## src/rtl/motion_filter.sv

```systemverilog
// motion_filter: turns the raw motion-detector levels (and optionally the
// manual jump button) into clean runner commands in the clk_33m domain.
// Inputs are synchronized, the jump/duck levels are debounced, and jump
// edges become single-cycle pulses followed by a cooldown. Ducking is held
// for a minimum time once entered.
// Optional feature: define MOTION_FILTER_BTN_EN to synchronize btn_jump and
// use its rising edges as jump events; otherwise btn_jump is ignored.
`timescale 1ns/1ps
module motion_filter #(
   parameter int SYNC_STAGES     = 2,
   parameter int DEBOUNCE_CYCLES = 330000,
   parameter int COOLDOWN_CYCLES = 16500000,
   parameter int DUCK_MIN_CYCLES = 3300000
) (
   input  logic       clk,
   input  logic       reset_n,
   input  logic       jumping_raw,
   input  logic       ducking_raw,
   input  logic       btn_jump,
   output logic       jump_pulse,
   output logic       ducking,
   output logic [1:0] state,
   output logic [7:0] jump_count
);
   localparam int DB_W = $clog2(DEBOUNCE_CYCLES + 1);
   localparam int CD_W = $clog2(COOLDOWN_CYCLES + 1);
   localparam int DM_W = $clog2(DUCK_MIN_CYCLES + 1);
   localparam logic [DB_W-1:0] DB_LAST = DB_W'(DEBOUNCE_CYCLES - 1);
   localparam logic [CD_W-1:0] CD_LAST = CD_W'(COOLDOWN_CYCLES - 1);
   localparam logic [DM_W-1:0] DM_LAST = DM_W'(DUCK_MIN_CYCLES - 1);

   localparam logic [1:0] S_IDLE     = 2'd0;
   localparam logic [1:0] S_COOLDOWN = 2'd1;
   localparam logic [1:0] S_DUCK     = 2'd2;

   // Handshake: none. All commands are plain registered levels/pulses; a
   // consumer samples jump_pulse on every clk edge and must not miss one.

   logic [SYNC_STAGES-1:0] jump_sync_q, jump_sync_d;
   logic [SYNC_STAGES-1:0] duck_sync_q, duck_sync_d;
   logic [DB_W-1:0]        jump_cnt_q, jump_cnt_d;
   logic [DB_W-1:0]        duck_cnt_q, duck_cnt_d;
   logic                   jump_db_q, jump_db_d;
   logic                   duck_db_q, duck_db_d;
   logic                   jump_dly_q, jump_dly_d;
   logic                   jump_sync, duck_sync;
   logic                   btn_rise;
   logic                   jump_evt;

   logic [1:0]             state_q, state_d;
   logic                   pulse_q, pulse_d;
   logic                   ducking_q, ducking_d;
   logic [7:0]             count_q, count_d;
   logic [CD_W-1:0]        cd_cnt_q, cd_cnt_d;
   logic [DM_W-1:0]        dm_cnt_q, dm_cnt_d;

   assign jump_sync = jump_sync_q[SYNC_STAGES-1];
   assign duck_sync = duck_sync_q[SYNC_STAGES-1];

`ifdef MOTION_FILTER_BTN_EN
   logic [SYNC_STAGES-1:0] btn_sync_q, btn_sync_d;
   logic                   btn_prev_q, btn_prev_d;

   // Button synchronizer plus one flop of history for edge detection.
   always_comb begin
      btn_sync_d = {btn_sync_q[SYNC_STAGES-2:0], btn_jump};
      btn_prev_d = btn_sync_q[SYNC_STAGES-1];
   end

   // Button synchronizer and edge-history registers.
   always_ff @(posedge clk or negedge reset_n) begin
      if (!reset_n) begin
         btn_sync_q <= '0;
         btn_prev_q <= 1'b0;
      end else begin
         btn_sync_q <= btn_sync_d;
         btn_prev_q <= btn_prev_d;
      end
   end

   assign btn_rise = btn_sync_q[SYNC_STAGES-1] & ~btn_prev_q;
`else
   // The button is not part of this build; keep the port but drop its logic.
   logic unused_btn_jump;
   assign unused_btn_jump = btn_jump;
   assign btn_rise        = 1'b0;
`endif

   // Synchronizers and debounce of the jump and duck levels.
   always_comb begin
      jump_sync_d = {jump_sync_q[SYNC_STAGES-2:0], jumping_raw};
      duck_sync_d = {duck_sync_q[SYNC_STAGES-2:0], ducking_raw};
      jump_dly_d  = jump_db_q;

      jump_db_d  = jump_db_q;
      jump_cnt_d = '0;
      if (jump_sync != jump_db_q) begin
         if (jump_cnt_q == DB_LAST) jump_db_d  = jump_sync;
         else                       jump_cnt_d = jump_cnt_q + DB_W'(1);
      end

      duck_db_d  = duck_db_q;
      duck_cnt_d = '0;
      if (duck_sync != duck_db_q) begin
         if (duck_cnt_q == DB_LAST) duck_db_d  = duck_sync;
         else                       duck_cnt_d = duck_cnt_q + DB_W'(1);
      end
   end

   // Input conditioning registers.
   always_ff @(posedge clk or negedge reset_n) begin
      if (!reset_n) begin
         jump_sync_q <= '0;
         duck_sync_q <= '0;
         jump_cnt_q  <= '0;
         duck_cnt_q  <= '0;
         jump_db_q   <= 1'b0;
         duck_db_q   <= 1'b0;
         jump_dly_q  <= 1'b0;
      end else begin
         jump_sync_q <= jump_sync_d;
         duck_sync_q <= duck_sync_d;
         jump_cnt_q  <= jump_cnt_d;
         duck_cnt_q  <= duck_cnt_d;
         jump_db_q   <= jump_db_d;
         duck_db_q   <= duck_db_d;
         jump_dly_q  <= jump_dly_d;
      end
   end

   // Both sources firing together still make a single event.
   assign jump_evt = (jump_db_q & ~jump_dly_q) | btn_rise;

   // Command FSM: jump has priority, cooldown drops edges, duck has a min hold.
   always_comb begin
      state_d  = state_q;
      pulse_d  = 1'b0;
      cd_cnt_d = '0;
      dm_cnt_d = '0;
      count_d  = count_q;
      case (state_q)
         S_IDLE: begin
            if (jump_evt) begin
               pulse_d = 1'b1;
               state_d = S_COOLDOWN;
            end else if (duck_db_q) begin
               state_d = S_DUCK;
            end
         end
         S_COOLDOWN: begin
            if (cd_cnt_q == CD_LAST) state_d  = duck_db_q ? S_DUCK : S_IDLE;
            else                     cd_cnt_d = cd_cnt_q + CD_W'(1);
         end
         S_DUCK: begin
            if (jump_evt) begin
               pulse_d = 1'b1;
               state_d = S_COOLDOWN;
            end else begin
               // dm_cnt_q counts completed DUCK cycles; the current one is the +1.
               if (!duck_db_q && dm_cnt_q == DM_LAST) state_d = S_IDLE;
               dm_cnt_d = (dm_cnt_q == DM_LAST) ? dm_cnt_q : dm_cnt_q + DM_W'(1);
            end
         end
         default: state_d = S_IDLE;
      endcase
      if (pulse_d) count_d = count_q + 8'd1;
      ducking_d = (state_d == S_DUCK);
   end

   // FSM state and registered outputs.
   always_ff @(posedge clk or negedge reset_n) begin
      if (!reset_n) begin
         state_q   <= S_IDLE;
         pulse_q   <= 1'b0;
         ducking_q <= 1'b0;
         count_q   <= 8'd0;
         cd_cnt_q  <= '0;
         dm_cnt_q  <= '0;
      end else begin
         state_q   <= state_d;
         pulse_q   <= pulse_d;
         ducking_q <= ducking_d;
         count_q   <= count_d;
         cd_cnt_q  <= cd_cnt_d;
         dm_cnt_q  <= dm_cnt_d;
      end
   end

   assign jump_pulse = pulse_q;
   assign ducking    = ducking_q;
   assign state      = state_q;
   assign jump_count = count_q;

endmodule

```

## config.mk

```make
export PLATFORM = sky130hd
export DESIGN_NAME = motion_filter
export DESIGN_NICKNAME = d
export VERILOG_FILES = /design/src/rtl/motion_filter.sv
export SDC_FILE = /design/constraint.sdc
export NUM_CORES = 1
export LEC_CHECK = 0
export BUFFER_PORTS_ARGS = -buffer_cell sky130_fd_sc_hd__buf_4
export CAP_MARGIN = 5
export CORE_UTILIZATION = 66
export CTS_CLUSTER_SIZE = 8
export DETAILED_ROUTE_END_ITERATION = 8
export PLACE_DENSITY = 0.86
export SETUP_SLACK_MARGIN = 0.1
export SYNTH_ARGS = -nofsm -noshare
export SYNTH_HDL_FRONTEND = slang
export SYNTH_SLANG_ARGS = --single-unit
```

## constraint.sdc

```tcl
create_clock -name clk -period 3.7 [get_ports clk]
set_clock_uncertainty 0.05 [all_clocks]
set_input_delay 0.74 -clock clk [delete_from_list [all_inputs] [get_ports clk]]
set_output_delay 0.74 -clock clk [all_outputs]
set_load 0.1 [all_outputs]
```

# ---- After elaboration in Yosys (flattened, before gate mapping)
# Index checks and enable logic that the tools add are counted.
# W data, S select, Z words.
dict set report op_classes {
  add_sub_neg 5
  n_eq_ne 10
  mux 18
  n_bitwise 2
  n_reduce_logical 6
}
# op count
set ops {}
lappend ops {{$mux W19} 4}
lappend ops {{$mux W22} 3}
lappend ops {{$mux W24} 2}
lappend ops {{$add A19 B1 Y19 const B} 2}
lappend ops {{$eq A19 B19 Y1 const B} 2}
lappend ops {{$add A24 B1 Y24 const B} 1}
lappend ops {{$eq A24 B24 Y1 const B} 1}
lappend ops {{$add A22 B1 Y22 const B} 1}
lappend ops {{$eq A22 B22 Y1 const B} 1}
lappend ops {{$mux W2} 6}
lappend ops {{$add A8 B1 Y8 const B} 1}
lappend ops {{$pmux W2 S3} 1}
lappend ops {{$eq A2 B2 Y1 const B} 2}
lappend ops {{$reduce_and A2 Y1} 2}
lappend ops {{$ne A3 B3 Y1 const B} 1}
lappend ops {{$eq A2 B1 Y1 const B} 1}
lappend ops {{$logic_not A2 Y1} 1}
lappend ops {{$mux W1} 2}
lappend ops {{$ne A1 B1 Y1} 2}
lappend ops {{$reduce_or A2 Y1} 1}
lappend ops {{$and A1 B1 Y1} 1}
lappend ops {{$logic_and A1 B1 Y1} 1}
lappend ops {{$logic_not A1 Y1} 1}
lappend ops {{$not A1 Y1} 1}
dict set report word_totals {
  register_bits 103
  input_bits 5
  out_inout_bits 12
  word_cells 54
}

# ---- Logic depth before layout (Yosys ltp)
dict set report depth {
  depth_word 6
  mapped_depth 7
  mapped_depth_nobuf 6
}

# ---- Worst setup path before layout
# No wires, ideal clock.
dict set report synth_path {
  kind {register -> register}
  startpoint {register state_q[0] (netlist: state[0])}
  endpoint {register dm_cnt_q[10]}
  setup_time_ps 132
  arrival_ps 1875
  required_time_ps 3518
  slack_ps 1643
  path_stages_with_launch 6
  n_path_buf 2
  synth_period_minus_slack_ps 2057
  path_cell_list {dfrtp_1 > nor2b_1 > nand2_1 > clkbuf_1 > clkbuf_1 > nor2_1}
}
dict set report synth_via {
  elab_chain_len 2
}
# item line
set synth_rtl {}
lappend synth_rtl {{from (decl)} 50} ;# logic [1:0] state_q, state_d;
lappend synth_rtl {{from (signal assigned)} 180} ;# state_q <= state_d;
lappend synth_rtl {{$eq A2 B2 Y1 *} 141} ;# case (state_q)
lappend synth_rtl {{$ne A3 B3 Y1 (no source line) / $mux W22 (equally long branches)} -}
lappend synth_rtl {{to (signal assigned)} 185} ;# dm_cnt_q <= dm_cnt_d;
lappend synth_rtl {{to (decl)} 55} ;# logic [DM_W-1:0] dm_cnt_q, dm_cnt_d;
# Mark *: on every way between the ends. The rest lies on a longest branch, timed or not.
# A chain may end at the register's enable or synchronous reset.

# ---- Worst setup path after layout
dict set report layout_path {
  startpoint {register cd_cnt_q[6]}
  endpoint {register state_q[0] (netlist: state[0])}
}
dict set report layout_via {
  elab_chain_len 3
}
# item line
set layout_rtl {}
lappend layout_rtl {{from (decl)} 54} ;# logic [CD_W-1:0] cd_cnt_q, cd_cnt_d;
lappend layout_rtl {{from (signal assigned)} 184} ;# cd_cnt_q <= cd_cnt_d;
lappend layout_rtl {{$eq A24 B24 Y1} 151} ;# if (cd_cnt_q == CD_LAST) state_d = duck_db_q ? S_DUCK : S_IDLE;
lappend layout_rtl {{$mux W2} 151}
lappend layout_rtl {{$pmux W2 S3} 141}
lappend layout_rtl {{named net state_d[0]} 50}
# The timed path passes the listed nets, and every way through them passes these cells.

==> results.toml <==
[outcome]
status = "finished clean"

[critical_path]
crit_cells = 4
cp.arrival_ns = 2.38
rr_worst_depth = 4
endpoint = "state[0]"
r2r_slack_ns = 1.47
path_max_fanout = 25
r2r_start = "cd_cnt_q[6]"
crit_chain = "nor4bb_1, nand4_1, o21ai_2, o21ai_0"
start_kind = "register"
path_delay_family = "compound AO/OA/AOI/OAI gates"
crit_start = "cd_cnt_q[6]"
worst_setup_path_end_kind = "register"
crit_type = "register to register"
rr_endpoint = "state[0]"
critical-path-slowest-cell = "o21ai_2"
critPathRequiredTime_ns = 3.85
path_buf_inv = 0
critPathMaxStageDelay_ns = 0.82

[cts]
h-tree-depth = 3
cts_sinks = 103
cts_tree = "built"
cts_buffers = 9
clk_latency_ns = 0.37
post_cts_resized = 0
clockRootBuffer = "clkbuf_8"
clockBufferDepth = 2
hold_buffers = 0
path_clk_slew_ns = 0.10
postCtsSetupRepairBufs = 0

[floorplan]
io_pins = 17
fp-row-count = 30
die_h_um = 87.8
initial_utilization_pct = 70.0
dieArea_um2 = 7710
coreArea_um2 = 6940
fp.dieW_um = 87.8

[finish]
finalNetCount = 501
area_delta_synth_final_pct = 7.98
postLayoutCellArea_um2 = 5250
diodes = 0
drive_gt1_share_pct = 9.88

[pwr]
ir_worst_vdd_mv = 0.228
p_per_area_nw_per_um2 = 359
p_leak_nw = 2.26

[yosys]
netlist_area_um2 = 4860
synth-warning-count = 0
yosys.cell_types.count = 37
ys.flop_type = "dfrtp_1"
synth_seq_area_share_pct = 53.1
yosysTopAreaCell = "dfrtp_1"
postSynth.asyncResetShare_pct = 100
syn-instance-count = 473
ys_ff_latch = 103
synth.avg_cell_area_um2 = 10.3
yosys-top-cells-area = "dfrtp_1, xor2_1, nor2_1"
synth_top_area_share_pct = 53.1
synth_edf_count = 0
syn_nets = 483

[grt]
grt_pass1_wl_um = 15100
track_usage_pct = 25.3
grt-ovfl-total = 0
grt_max_degree = 80
antenna_found_initial = 0
grt_pass1_vias = 3426

[routing]
wl_per_cell_um = 14.7
antenna_left = 0
drt_iter0_markers = 146
wirelength_um = 8690
viasPerCell = 5.71
dr.pass1.iters = 4
num_vias = 3381
drc_errors = 0

[placement]
numPortBuffers = 15
dpl_cell_area_um2 = 5050
dpl.hpwl_um = 5820
place_congestion = 0.774

[timing]
fmax_ghz = 0.449
slew_headroom_pct = 34.1
worstMarginPinSlew_ns = 0.988
final.min_clock_period_ns = 2.23
slew_viol_final = 0
hold_viol_final = 0
grt_setup_unrepaired = "no"
final-setup-viol-count = 0
tns_ns = 0
fin_crit_sh_pct = 60.2

[worst_hold_path]
hold_class = "register to register"
hold_depth = 0

[run]
drv_cap = 0
-- layer usage --
layer / share of wire (%) / track usage (%)
met5: 0 / 0
met4: 1.8 / 9.99
met3: 2.7 / 5.09
met2: 52 / 43.6
met1: 44 / 31.6
-- cell usage in the layout (no fill, tap or decap), types with 2 or more instances in the layout --
| cell type | count |
|---|---|
| nand4_1 | 28 |
| mux2i_1 | 3 |
| and2_1 | 2 |
| clkbuf_8 | 9 |
| or3_1 | 3 |
| and4_1 | 7 |
| and3_1 | 11 |
| nand2b_1 | 2 |
| xnor2_1 | 33 |
| nor4b_2 | 2 |
| o21ai_0 | 4 |
| nor2_1 | 99 |
| nor4b_1 | 8 |
| nor3_1 | 9 |
| xor2_1 | 46 |
| nand2_1 | 30 |
| or2_2 | 3 |
| buf_4 | 17 |
| nor2b_1 | 2 |
| nor4_2 | 2 |
| a31o_2 | 2 |
| nand3_1 | 33 |
| mux2_2 | 3 |
| inv_6 | 2 |
| dfrtp_1 | 103 |
| a21oi_1 | 6 |
| ha_1 | 5 |
| inv_1 | 8 |
-- cells in the mapped netlist (all sizes together) (8+ instances only) --
library cell,instances
inv,8
nor2,99
dfrtp,103
xor2,46
nor4b,10
nand2,30
nand3,33
and3,11
xnor2,33
nand4,30
nor3,10
-- worst min-delay path by stage --
stage                         from        endpoint  slack (ns)
floorplan           duck_sync_q[0]  duck_sync_q[1]        0.28
global placement    jump_sync_q[0]  jump_sync_q[1]        0.29
detailed placement  jump_sync_q[0]  jump_sync_q[1]        0.29
CTS                 jump_sync_q[0]  jump_sync_q[1]        0.31
global route        jump_sync_q[0]  jump_sync_q[1]        0.31
finish              jump_sync_q[0]  jump_sync_q[1]        0.31
-- stage by stage --
stage | hold slack, ns | util (%) | setup slack (ns) | std cells | total power (W)
2_1_floorplan | 0.281 | - | 1.64 | 473 | 0.00118
4_1_cts | 0.313 | 75.5 | 1.45 | 592 | 0.00191
3_5_place_dp | 0.289 | 72.7 | 1.47 | 576 | 0.00120
3_3_place_gp | 0.295 | 72.7 | 1.46 | 576 | 0.00120
5_1_grt | 0.314 | 75.5 | 1.21 | 592 | 0.00195
6_report | 0.310 | 75.5 | 1.47 | 592 | 0.00188
-- final cells by class --
cell class                      instances  area, um^2
Clock inverter                          6        68.8
Multi-Input combinational cell        352        2190
Fill cell                             480        1700
Sequential cell                       103        2580
Timing Repair Buffer                   17         128
Inverter                                8        30.0
Clock buffer                           10         128
Tap cell                               96         120
-- logic make-up after synthesis --
logic type	share of synthesized area (%)
adders and majority gates	1.29
xor gates and xnor gates	14.2
DFF	53.1
muxes	1.31
buffers and inverters	1.78
and+or+nand+nor	26.6
AOI/OAI and AO/OA	1.78
-- power breakdown --
group,switching [W],total [W],internal (W)
Combinational,0.0000322,0.0000421,0.00000983
Clock,0.000383,0.000701,0.000318
Sequential,0.00000669,0.00114,0.00113
-- sequential cells by signal, summed over array words and instances (netlist names) --
name,count
cd_cnt_q,24
dm_cnt_q,22
duck_cnt_q,19
duck_db_q,1
duck_sync_q,2
ducking,1
jump_cnt_q,19
jump_count,8
jump_db_q,1
jump_dly_q,1
jump_pulse,1
jump_sync_q,2
state,2
Note: power is estimated with default switching activity, not from simulation.
